===== config.mk =====
export PLATFORM = sky130hd
export DESIGN_NAME = usb_rx_deserializer
export DESIGN_NICKNAME = d
export VERILOG_FILES = /design/src/rtl/usb_rx_deserializer.sv
export SDC_FILE = /design/constraint.sdc
export NUM_CORES = 1
export LEC_CHECK = 0
export ABC_AREA = 1
export BUFFER_PORTS_ARGS = -buffer_cell sky130_fd_sc_hd__buf_4
export CAP_MARGIN = 20
export CORE_MARGIN = 3
export CORE_UTILIZATION = 48
export DETAILED_ROUTE_END_ITERATION = 12
export GPL_ROUTABILITY_DRIVEN = 0
export GPL_TIMING_DRIVEN = 0
export PLACE_DENSITY_LB_ADDON = 0.15
export SLEW_MARGIN = 20
export SYNTH_ARGS = -nofsm -noshare
export SYNTH_HDL_FRONTEND = slang
export SYNTH_SLANG_ARGS = --single-unit

===== constraint.sdc =====
create_clock -name clk -period 1.4 [get_ports clk]
set_input_delay 0.14 -clock clk [delete_from_list [all_inputs] [get_ports clk]]
set_output_delay 0.14 -clock clk [all_outputs]
set_load 0.02 [all_outputs]

===== src/rtl/usb_rx_deserializer.sv =====
// usb_rx_deserializer: width-generic serial-to-parallel converter feeding a one-entry valid/ready holding buffer.
// Stuffed bits are discarded; a completed word that finds the buffer occupied is dropped and flagged as overrun.
module usb_rx_deserializer #(
  parameter int DATA_WIDTH = 8,
  parameter bit LSB_FIRST = 1'b1,
  parameter int CW = $clog2(DATA_WIDTH)
) (
  input  logic                  clk,
  input  logic                  n_rst,
  input  logic                  clear,
  input  logic                  shift_enable,
  input  logic                  stuff_bit,
  input  logic                  d_orig,
  output logic [DATA_WIDTH-1:0] rcv_data,
  output logic [CW-1:0]         bit_count,
  output logic [DATA_WIDTH-1:0] word_data,
  output logic                  word_valid,
  input  logic                  word_ready,
  output logic                  overrun
);
  logic [DATA_WIDTH-1:0] rcv_data_q, rcv_data_d, shifted;
  logic [CW-1:0]         bit_count_q, bit_count_d;
  logic [DATA_WIDTH-1:0] word_data_q, word_data_d;
  logic                  word_valid_q, word_valid_d;
  logic                  overrun_q, overrun_d;
  logic                  sample, last_bit, complete, load;

  always_comb begin
    sample       = shift_enable & ~stuff_bit & ~clear;
    shifted      = LSB_FIRST ? {d_orig, rcv_data_q[DATA_WIDTH-1:1]} : {rcv_data_q[DATA_WIDTH-2:0], d_orig};
    last_bit     = bit_count_q == CW'(DATA_WIDTH - 1);
    complete     = sample & last_bit;
    // a word loads if the buffer is empty or being drained on this same edge
    load         = complete & (~word_valid_q | word_ready);
    rcv_data_d   = clear ? '0 : sample ? shifted : rcv_data_q;
    bit_count_d  = clear ? '0 : sample ? (last_bit ? '0 : bit_count_q + 1'b1) : bit_count_q;
    word_data_d  = load ? shifted : word_data_q;
    word_valid_d = load | (word_valid_q & ~word_ready);
    overrun_d    = ~clear & (overrun_q | (complete & ~load));
  end

  always_ff @(posedge clk or negedge n_rst) begin
    if (!n_rst) begin
      rcv_data_q   <= '0;
      bit_count_q  <= '0;
      word_data_q  <= '0;
      word_valid_q <= 1'b0;
      overrun_q    <= 1'b0;
    end else begin
      rcv_data_q   <= rcv_data_d;
      bit_count_q  <= bit_count_d;
      word_data_q  <= word_data_d;
      word_valid_q <= word_valid_d;
      overrun_q    <= overrun_d;
    end
  end

  assign rcv_data   = rcv_data_q;
  assign bit_count  = bit_count_q;
  assign word_data  = word_data_q;
  assign word_valid = word_valid_q;
  assign overrun    = overrun_q;
endmodule


# == Word level (Yosys, flattened, before mapping) ==
# Index checks and enable logic that the tools add are counted.
# word_totals
ff_bits,21
inputBits,7
out_inout_bits,21
wordCells,28
# classes
add_sub_neg,1
eq_ne,1
muxes,5
n_bitwise,15
n_reduce_logical,1
# ops
cell,n
8-bit 2-to-1 mux,2
3-bit 2-to-1 mux,3
1-bit AND,7
1-bit inverter,5
3-bit by 1-bit adder with 3-bit output (second input constant),1
3-bit equality test (second input constant),1
1-bit bitwise OR,3
2-bit nonzero test,1

# == Logic depth before layout (Yosys ltp) ==
# logic_depth
depth_word,9
ltp_mapped,6
mapped_depth_nobuf,6

# == Worst setup path after synthesis ==
# Ideal clock, no wire load.
# synth_timing
path_type,register to register
startpoint,register bit_count_q[0] (netlist: bit_count[0])
endpoint,register bit_count_q[0] (netlist: bit_count[0])
setup_ns,0.083
arrival_ns,1.208
slack_ns,0.109
stages_incl_launch_ff,7
n_path_buf,1
period_less_slack_ns,1.291
path_cell_list,dfrtp_1 > ha_1 > ha_1 > buf_2 > inv_1 > nand3_1 > o21ai_0
# synth_via
elab_chain_cells,4
# synth_rtl
item,line_no,text
from (decl),22,"logic [CW-1:0] bit_count_q, bit_count_d;"
from (signal assigned),51,bit_count_q <= bit_count_d;
3-bit by 1-bit adder with 3-bit output / 3-bit equality test (equally long branches),"36, 31",
3-bit 2-to-1 mux (*) (3 in series),36,bit_count_d = clear ? '0 : sample ? (last_bit ? '0 : bit_count_q + 1'b1) : bit_count_q;
# Every way passes the cells marked *; elsewhere a longest branch is shown, timed or not. The select of a mux whose other input is x is not followed.
# A chain may end at the register's enable or synchronous reset.

# == Worst setup path after layout ==
# layout_timing
startpoint,register bit_count_q[0] (netlist: bit_count[0])
endpoint,register word_valid_q (netlist: word_valid)
# layout_via
elab_chain_cells,4
# layout_rtl
item,line_no,text
3-bit equality test,31,last_bit = bit_count_q == CW'(DATA_WIDTH - 1);
1-bit AND,32,complete = sample & last_bit;
1-bit AND,34,load = complete & (~word_valid_q | word_ready);
1-bit bitwise OR,38,word_valid_d = load | (word_valid_q & ~word_ready);
net word_valid_d,24,"logic word_valid_q, word_valid_d;"
to (signal assigned),53,word_valid_q <= word_valid_d;
to (decl),24,
# The timed path passes the listed nets, and every way through them passes these cells.

==> results.yml <==
setup_path:
  crit_type: "reg2reg"
  cpPeakStageDelay_ns: 0.42
  ff2ff_path_depth: 5
  path_cells: "ha_1 -> ha_1 -> clkbuf_4 -> inv_1 -> o21ai_0"
  crit_top_cell: "ha_1"
  path_max_fanout: 10
  critPathRequiredTime_ns: 1.58
  startpoint_type: "register"
  cp_top_family: "flip-flops"
  worstReg2RegEnd: "word_valid$_DFF_PN0_"
  worstPathArrival_ns: 1.49
  r2r_start: "bit_count[0]$_DFFE_PN0P_"
  r2r_slack_ns: 0.09
  slowest_stage: "dfrtp_1"
  end_kind: "register"
  critical_path_buf_inv_count: 2
place:
  post-place-ws_ns: 0.108
  dp_hpwl_mm: 1.33
  numPortBuffers: 27
  dp.cells: 141
sta:
  hold_viol: 0
  fin_crit_ns: 1.31
  final_max_slew_viol_count: 0
  holdWs_ns: 0.0464
  slew_headroom: 0.822
  finalCritPeriodShare: 0.937
  setup_viol: 0
  fmaxAchievable_ghz: 0.763
  setup_ws_ns: 0.0886
  tns_ns: 0
  worst_pin_slew_ns: 0.266
  fin_skew_ns: 0.00508
clocking:
  insertion_delay_ns: 0.30
  clkTransAtPathRegs_ns: 0.11
  cts-root-buf: "clkbuf_4"
  cts_max_level: 1
  cts_tree: "yes"
  clock_sinks: 21
  post_cts_buffers: 0
  cts-buffers-inserted: 3
  clockBufferDepth: 2
cells_and_area:
  fill_cells: 147
  antenna_cells: 0
  drive_gt1_frac: 0.301
  final_common_cell: "buf_4"
  final_cell_mix: "buf_4 (27), nand2_1 (22), dfrtp_1 (21)"
  fin_cells: 147
  nets: 133
  area_growth_syn_to_layout_pct: 32.1
logic_synthesis:
  ys_ff_latch: 21
  yosysTopAreaCellShare: 0.600
  yosysSeqAreaShare: 0.600
  syn_area_sq_um: 876
  synthesis.instances: 90
  synthDistinctLibCells: 16
  synth_area_leaders: "dfrtp_1 (60%), nand2_1 (9.4%), nand4_1 (5.7%)"
  avgSynthCellArea_sq_um: 9.73
  yosys.area.top_type: "dfrtp_1"
  synth_warnings: 0
  synth_nets: 99
die:
  die_width_um: 48.7
  start_util: 0.543
  die_area_sq_um: 2370
  placement_rows: 14
  core_region_area_sq_um: 1610
  dieHeight_um: 48.7
  pin_count: 28
drt:
  dr_total_vias: 736
  drt_iter0_markers: 7
  wirelength_mm: 1.82
  wire_per_inst_um: 12.4
  ant_nets: 0
  first_pass_iters: 3
  drc: 0
  vias_per_cell: 5.01
flow_run:
  cap_violations: 0
worst_hold_path:
  holdPathEnd: "rcv_data[7]$_DFFE_PN0P_"
  worstHoldStart: "d_orig"
  hold_class: "in2reg"
  hold_depth: 3
power_and_ir_drop:
  p_per_area_nw_per_um2: 849
  power_leakage_uw: 0.000618
  power.total_uw: 982
  peakVddDrop_uv: 691
global_route:
  grt_pass1_vias: 685
  antenna_found_initial: 0
  gr-total-overflow: 0
  grtUsageTotal: 0.171
  grt_pass1_wl_mm: 3.12
  grt_max_degree: 22
status:
  outcome: "complete, no violations"
-- cell type report --
type                            instances  area [sq um]  area share
Sequential cell                        21           526       0.454
Multi-Input combinational cell         53           282       0.243
Timing Repair Buffer                   29           223       0.192
Inverter                               14          52.6      0.0454
Tap cell                               24          30.0      0.0259
Clock buffer                            4          26.3      0.0227
Buffer                                  2          18.8      0.0162
-- report_power, final --
| group | internal [uW] | total (uW) | switching (uW) | leakage [uW] |
|---|---|---|---|---|
| sequential | 612 | 616 | 4.36 | 0.000292 |
| clock | 111 | 290 | 178 | 0.0000150 |
| combinational | 30.4 | 77.1 | 46.6 | 0.000311 |
-- per-layer routing --
| layer | global-route usage | share of wire | vias to the layer above |
|---|---|---|---|
| met5 | 0 | 0 | - |
| met4 | 0.0995 | 0.024 | 0 |
| met3 | 0.0368 | 0.044 | 5 |
| met2 | 0.267 | 0.47 | 19 |
| met1 | 0.219 | 0.46 | 346 |
| li1 | - | - | 366 |
-- worst max-delay path by stage --
stage	start	endpoint	slack, ns	cells after the start
after floorplan	bit_count[0]$_DFFE_PN0P_	bit_count[0]$_DFFE_PN0P_	0.11	6
after global placement	bit_count[0]$_DFFE_PN0P_	word_valid$_DFF_PN0_	0.13	5
after detailed placement	bit_count[0]$_DFFE_PN0P_	word_valid$_DFF_PN0_	0.11	5
after CTS	bit_count[0]$_DFFE_PN0P_	word_valid$_DFF_PN0_	0.08	5
after global routing	bit_count[1]$_DFFE_PN0P_	word_valid$_DFF_PN0_	-0.008	5
final	bit_count[0]$_DFFE_PN0P_	word_valid$_DFF_PN0_	0.09	5
-- flip-flops by register name, indices dropped and copies added (netlist names) --
register / count
rcv_data: 8
word_data: 8
bit_count: 3
overrun: 1
word_valid: 1
-- kinds of logic (layout without fill, tap and decap cells) --
kind of cell,after synthesis,count (layout),synth area share
AND/OR/NAND/NOR,40,40,0.221
adder cells (fa/ha/maj),2,2,0.0286
AO/OA/AOI/OAI,11,11,0.0714
flip-flops,21,21,0.600
buffers and inverters,16,49,0.0786
-- cells in the mapped netlist --
library cell,number
nand2_1,22
dfrtp_1,21
inv_1,12
nand4_1,8
nand3_1,6
o22ai_1,6
o21ai_0,4
ha_1,2
inv_2,2
a21oi_1,1
buf_2,1
buf_6,1
nand2_2,1
nand3_2,1
nor2_1,1
nor2_4,1
-- worst min-delay path, cell delays in order --
cell     delay, ns
buf_4         0.08
nand2_1       0.04
o21ai_0       0.06
-- repair_timing --
| item | CTS | global route |
|---|---|---|
| hold buffers | 1 | 1 |
| endpoints found under the setup margin | 0 | 1 |
| hold endpoints to repair | 21 | 1 |
| resized for setup | 0 | 1 |
-- metrics by stage --
step	area (sq um)	utilization
6_report	1160	0.718
5_1_grt	1160	0.718
4_1_cts	1140	0.710
3_5_place_dp	1110	0.688
3_3_place_gp	1110	0.688
2_1_floorplan	876	-
Power figures use the tool's default switching activity.
